### config.mk
export PLATFORM = sky130hd
export DESIGN_NAME = riscv_test_monitor
export DESIGN_NICKNAME = d
export VERILOG_FILES = /design/src/rtl/riscv_test_monitor.sv
export SDC_FILE = /design/constraint.sdc
export NUM_CORES = 1
export LEC_CHECK = 0
export BUFFER_PORTS_ARGS = -buffer_cell sky130_fd_sc_hd__buf_2
export CORE_MARGIN = 2
export CORE_UTILIZATION = 25
export CTS_BUF_LIST = sky130_fd_sc_hd__clkbuf_16
export CTS_CLUSTER_DIAMETER = 100
export CTS_CLUSTER_SIZE = 24
export DETAILED_ROUTE_END_ITERATION = 8
export GPL_TIMING_DRIVEN = 0
export PLACE_DENSITY = 0.56
export SYNTH_ARGS = -nofsm -noshare
export SYNTH_HDL_FRONTEND = slang
export SYNTH_SLANG_ARGS = --single-unit
export TNS_END_PERCENT = 1
### constraint.sdc
create_clock -name clk -period 14.54 [get_ports clk]
set_input_delay 3.635 -clock clk [delete_from_list [all_inputs] [get_ports clk]]
set_output_delay 3.635 -clock clk [all_outputs]
set_load 0.02 [all_outputs]
### src/rtl/riscv_test_monitor.sv
// End-of-test monitor for riscv-tests: classifies a run as pass, fail (with test number), timeout or hang.
// Watches PC, gp and tohost stores. Outputs are registered, one cycle after the qualifying sample, and are sticky.
module riscv_test_monitor #(
  parameter int unsigned     XLEN        = 32,
  parameter logic [XLEN-1:0] DONE_PC     = 'h44,
  parameter logic [XLEN-1:0] TOHOST_ADDR = 'h1000,
  parameter int unsigned     MODE        = 0,
  parameter int unsigned     TIMEOUT     = 5000,
  parameter int unsigned     HANG_LIMIT  = 64,
  parameter int unsigned     CNT_W       = 32
) (
  input  logic            clk,
  input  logic            rst,
  input  logic [XLEN-1:0] pc,
  input  logic [XLEN-1:0] gp,
  input  logic            mem_we,
  input  logic [XLEN-1:0] mem_addr,
  input  logic [XLEN-1:0] mem_wdata,
  output logic            done,
  output logic            pass,
  output logic            fail,
  output logic            timeout,
  output logic            hang,
  output logic [XLEN-2:0] fail_num,
  output logic [CNT_W-1:0] cycles
);

  typedef enum logic [2:0] {
    S_RESET,
    S_RUN,
    S_PASS,
    S_FAIL,
    S_TIMEOUT,
    S_HANG
  } state_t;

  localparam bit               PC_EN     = (MODE == 0) || (MODE == 2);
  localparam bit               TH_EN     = (MODE == 1) || (MODE == 2);
  localparam bit               HANG_EN   = (HANG_LIMIT > 0);
  localparam logic [CNT_W-1:0] TO_LAST   = CNT_W'(TIMEOUT - 1);
  localparam logic [CNT_W-1:0] CNT_MAX   = '1;
  localparam logic [31:0]      HANG_LAST = HANG_EN ? 32'(HANG_LIMIT - 1) : 32'd0;
  localparam logic [31:0]      STALL_MAX = '1;
  localparam logic [XLEN-1:0]  END_PASS  = {{(XLEN-1){1'b0}}, 1'b1};

  state_t            state_q;
  logic [XLEN-1:0]   prev_pc_q;
  logic [31:0]       stall_q, stall_d;
  logic [CNT_W-1:0]  cycles_q, cycles_d;
  logic              done_q, pass_q, fail_q, timeout_q, hang_q;
  logic [XLEN-2:0]   fail_num_q;

  logic              pc_evt, th_evt, end_evt, pc_same, hang_evt, timeout_evt;
  logic [XLEN-1:0]   end_val;

  always_comb begin
    pc_evt      = PC_EN && (pc == DONE_PC);
    th_evt      = TH_EN && mem_we && (mem_addr == TOHOST_ADDR);
    end_evt     = pc_evt || th_evt;
    // A simultaneous tohost store carries the more specific verdict, so it wins.
    end_val     = th_evt ? mem_wdata : gp;
    pc_same     = (pc == prev_pc_q);
    hang_evt    = HANG_EN && pc_same && (stall_q == HANG_LAST);
    timeout_evt = (cycles_q == TO_LAST);
  end

  always_comb begin
    stall_d = 32'd0;
    if (HANG_EN && pc_same) begin
      stall_d = (stall_q == STALL_MAX) ? stall_q : stall_q + 32'd1;
    end
    cycles_d = (cycles_q == CNT_MAX) ? cycles_q : cycles_q + {{(CNT_W-1){1'b0}}, 1'b1};
  end

  always_ff @(posedge clk or posedge rst) begin
    if (rst) begin
      state_q    <= S_RESET;
      prev_pc_q  <= '0;
      stall_q    <= '0;
      cycles_q   <= '0;
      done_q     <= 1'b0;
      pass_q     <= 1'b0;
      fail_q     <= 1'b0;
      timeout_q  <= 1'b0;
      hang_q     <= 1'b0;
      fail_num_q <= '0;
    end else begin
      case (state_q)
        S_RESET: state_q <= S_RUN;
        S_RUN: begin
          prev_pc_q <= pc;
          stall_q   <= stall_d;
          if (end_evt) begin
            done_q <= 1'b1;
            if (end_val == END_PASS) begin
              state_q <= S_PASS;
              pass_q  <= 1'b1;
            end else begin
              state_q    <= S_FAIL;
              fail_q     <= 1'b1;
              fail_num_q <= end_val[XLEN-1:1];
            end
          end else if (hang_evt) begin
            state_q <= S_HANG;
            done_q  <= 1'b1;
            hang_q  <= 1'b1;
          end else if (timeout_evt) begin
            state_q   <= S_TIMEOUT;
            done_q    <= 1'b1;
            timeout_q <= 1'b1;
          end else begin
            cycles_q <= cycles_d;
          end
        end
        default: state_q <= state_q;
      endcase
    end
  end

  assign done     = done_q;
  assign pass     = pass_q;
  assign fail     = fail_q;
  assign timeout  = timeout_q;
  assign hang     = hang_q;
  assign fail_num = fail_num_q;
  assign cycles   = cycles_q;

endmodule

# ---- Word level (Yosys, flattened, before mapping)
# Cells that the tools add are included.
dict set report word_totals {
  out_inout_bits 68
  regBits 135
  input_bits 131
  wordCells 49
}
dict set report classes {
  n_reduce_logical 12
  eq_ne 10
  n_mux 10
  addsub 2
  bitwise_logic 5
}
# operator n
set ops {}
lappend ops {{$add 32x1->32 const B} 2}
lappend ops {{$eq 32x32->1 const B} 2}
lappend ops {{$mux 32} 2}
lappend ops {{$eq 32x1->1 const B} 1}
lappend ops {{$eq 32x13->1 const B} 1}
lappend ops {{$eq 32x32->1} 1}
lappend ops {{$eq 32x6->1 const B} 1}
lappend ops {{$eq 32x7->1 const B} 1}
lappend ops {{$mux 3} 3}
lappend ops {{$reduce_and 3->1} 3}
lappend ops {{$pmux 3 s2} 1}
lappend ops {{$reduce_and 2->1} 3}
lappend ops {{$not 1->1} 5}
lappend ops {{$reduce_and 5->1} 1}
lappend ops {{$mux 1} 4}
lappend ops {{$ne 4x4->1 const B} 1}
lappend ops {{$reduce_and 4->1} 1}
lappend ops {{$eq 3x1->1 const B} 1}
lappend ops {{$logic_not 3->1} 1}
lappend ops {{$reduce_bool 3->1} 1}
lappend ops {{$ne 2x2->1 const B} 1}
lappend ops {{$reduce_bool 2->1} 1}
lappend ops {{$logic_and 1x1->1} 1}

# ---- Longest topological paths before layout
dict set report logic_depth {
  word_depth 5
  ltp_mapped 9
  depth_no_buf 7
}

# ---- Least setup slack after synthesis
# Ideal clock, no wire load.
dict set report synth_path {
  path_type {input-to-reg}
  start {in pc[18]}
  end {reg fail_num_q[0], in the netlist fail_num[0]}
  required_ns 14.412
  setup_time_ns 0.128
  stages 6
  slack_ns 9.296
  n_path_buf 1
  arrival_time_ns 5.117
  path_cell_list {nor4_1 -> nand2_1 -> nor4_1 -> o21ai_1 -> clkbuf_1 -> mux2_1}
}
dict set report synth_between {
  elab_chain_cells 2
}
# item line_no
set synth_lines {}
lappend synth_lines {{start: declaration} 14} ;# input logic [XLEN-1:0] pc,
lappend synth_lines {{$eq 32x7->1} 57} ;# pc_evt = PC_EN && (pc == DONE_PC);
lappend synth_lines {{$reduce_and 3->1 (no line)} --}
lappend synth_lines {{end signal: assignment} 101} ;# fail_num_q <= end_val[XLEN-1:1];
lappend synth_lines {{end: declaration} 51} ;# logic [XLEN-2:0] fail_num_q;
# No other way between the ends.
# A chain may end at the register's enable or synchronous reset.

# ---- Worst setup path after layout
dict set report layout_path {
  start {in pc[7]}
  end {reg cycles_q[3], in the netlist cycles[3]}
}
dict set report layout_between {
  elab_chain_cells 4
  word_cells_on_any_way 6
  classes_between {2 x eq/ne; 2 x bitwise; 2 x reduce/logical}
}
# item line_no
set layout_lines {}
lappend layout_lines {{$eq 32x32->1} 62} ;# pc_same = (pc == prev_pc_q);
lappend layout_lines {{$logic_and 1x1->1} 63} ;# hang_evt = HANG_EN && pc_same && (stall_q == HANG_LAST);
lappend layout_lines {{$not 1->1 (no line)} --}
lappend layout_lines {{$reduce_and 5->1 (no line) *} --}
lappend layout_lines {{end signal: assignment} 112} ;# cycles_q <= cycles_d;
lappend layout_lines {{end: declaration} 49} ;# logic [CNT_W-1:0] cycles_q, cycles_d;
# Mark *: on every way between the ends. The rest lies on a longest branch, timed or not.

==> impl_metrics.toml <==
[critical_path]
required_ps = 14830
r2r-end = "cycles[3]"
arrival_ps = 5960
startpoint = "pc[7]"
crit_fanout = 10
timing.rr.start = "prev_pc_q[30]"
cp-start-kind = "primary input"
critical_path_class = "primary input to register"
reg2reg_depth = 7
crit_path_end_kind = "register"
reg2reg_slack_ps = 11830

[global_route]
grt_overflow_total = 0
grt_antenna_before_repair = 1
grt_pass1_wl_mm = 28.6
grtUsageTotal = 0.126
grt_max_degree = 76
grt_pass1_vias = 5358

[finish]
multi_input_area_sq_mm = 0.00313
layout_common_cells = "buf_2, dfrtp_1, nand2_1, xor2_1, nor4_1"
area_growth_pct = 25.3
final_core_util = 0.320
antennaDiodeCount = 0
drive_gt1_frac = 0.227
fin_cells = 1159
fillers = 2690
nets = 946
seqCellArea_sq_mm = 0.00338
final_common_cell = "buf_2"

[yosys]
yosys.cell_types.count = 48
synth_top_family_by_area = "simple AND/OR/NAND/NOR gates"
synth_warnings = 0
synthAdderAreaFrac = 0.00377
yosys.area_share.simple = 0.266
synth_compound_area_frac = 0.0296
synth_flop_cell = "dfrtp_1"
synth_nets = 793
synthArstFlopShare = 1.00
postSynthAreaPerCell_sq_um = 10.1
synth_cells = 660
syn_area_sq_mm = 0.00665
synth_xor_area_frac = 0.115
ys_seq_area_frac = 0.508
synthMuxAreaShare = 0.0572
ys_ff_latch = 135
synth-edff-count = 0

[sta]
setup-violations-final = 0
finClkSkew_ps = 25.2
finalCritPeriodShare = 0.390
setup_ws_ps = 8870
fin_crit_ps = 5670
whs_ps = 454
finalMaxSlewViolations = 0
rsz0062_at_grt = "false"
clock.fmax_mhz = 176
final_hold_viol_count = 0
setup-tns-final_ps = 0
worst_pin_slew_ps = 1110
relSlewSlack = 0.254

[routing]
vias = 5511
wl_mm = 17.4
routedWlPerCell_um = 15.1
initialDrtViolationCount = 333
drc_errors = 0
dr.pass1.iters = 5
routed_via_density = 4.75
ant_nets = 0

[floorplan]
die_h_um = 167
std_cell_rows = 59
coreArea_sq_mm = 0.0261
die_w_um = 167
start_util = 0.255
die_area_sq_mm = 0.0279
top_level_ports = 199

[worst_hold_path]
holdPathEnd = "pass"
hp-start = "pass"
worstHoldPathType = "register to register"
hold_depth = 1

[cts]
clk_pin_slew_worst_paths_ps = 60
clk_latency_ps = 420
cts-resized-gates = 0
numCtsBuffers = 17
ctsLongestPathBuffers = 2
cts_max_level = 4
hold_buffers = 0
ctsRootBufferMaster = "clkbuf_16"
post_cts_buffers = 0
cts_tree = "done"
cts_sinks = 135

[place]
gp_congestion = 0.813
port_buffers = 133
dp_hpwl_mm = 12.7
dp_cells = 1129
pre_cts_ws_ps = 8380

[run_status]
status = "complete, no violations"

[flow_run]
drv_cap = 0

[pwr]
p_leak_uw = 0.00387
peakVddDrop_mv = 0.0686
power.density_mw_per_mm2 = 101
## layer usage
layer	vias up	part of all wire	GRT usage	routed length (um)
met5	-	0.00063	0	11
met4	2	0.0068	0.0401	119
met3	12	0.058	0.0328	1010
met2	153	0.48	0.198	8320
met1	2690	0.46	0.170	7990
li1	2654	-	-	-
## sequential cells by signal (all words and copies together), names as in the netlist
signal / cells
pass: 1
cycles: 32
done: 1
timeout: 1
fail: 1
prev_pc_q: 32
fail_num: 31
hang: 1
state_q: 3
stall_q: 32
## cell type report
class                      instances  share of cell area
sequential                       135               0.406
multi-input combinational        492               0.376
timing repair buffer             134              0.0832
clock buffer                      17              0.0511
tap                              335              0.0503
clock inverter                    13              0.0168
buffer                            25              0.0128
inverter                           8             0.00421
## how the worst max path moves through the flow
stage	to	slack, ps	cells after the start
after detailed placement	cycles[3]	8380	9
after global placement	prev_pc_q[18]	5390	2
after CTS	cycles[3]	8820	9
after floorplan	cycles[0]	7290	1
after global routing	cycles[3]	8670	9
final	cycles[3]	8870	8
## cells by family (layout without fill, tap and decap cells)
group | after synthesis | in the layout
and+or+nand+nor | 344 | 344
DFF | 135 | 135
xor gates and xnor gates | 87 | 87
muxes | 34 | 34
buffers and inverters | 33 | 197
AOI/OAI and AO/OA | 25 | 25
adders and majority gates | 2 | 2
## Yosys cell counts, drive strengths merged, types with 4 or more instances
library cell	n	area [sq um]
nor3	23	131
dfrtp	135	3380
nand2	126	473
mux2	32	360
inv	8	30.0
xor2	68	596
a21oi	4	20.0
buf	11	53.8
nor4b	10	87.6
nor2	42	158
o21ai	6	30.0
nand3	27	148
nor4	59	369
clkbuf	14	52.6
and4	9	78.8
xnor2	19	166
nand4	25	163
nand2b	4	25.0
and3	6	37.5
## where the power goes
| part | leakage [uW] | switching (uW) | internal, uW | total, uW |
|---|---|---|---|---|
| registers | 0.00173 | 3.05 | 380 | 384 |
| clock network | 0.000278 | 157 | 263 | 420 |
| logic | 0.00186 | 22.1 | 13.5 | 35.6 |
## through the flow
step	power [uW]	cell area [sq um]
after floorplan	406	6650
after global placement	425	7730
after detailed placement	427	7760
after CTS	851	8330
after global routing	872	8330
final	839	8330
## worst max-delay path: stages
cell	delay [ps]
buf_2	130
xor2_1	160
nor4_1	460
nand4_1	370
nor3_4	540
buf_2	350
nor4_1	100
xor2_1	200
Note: power is estimated with default switching activity, not from simulation.
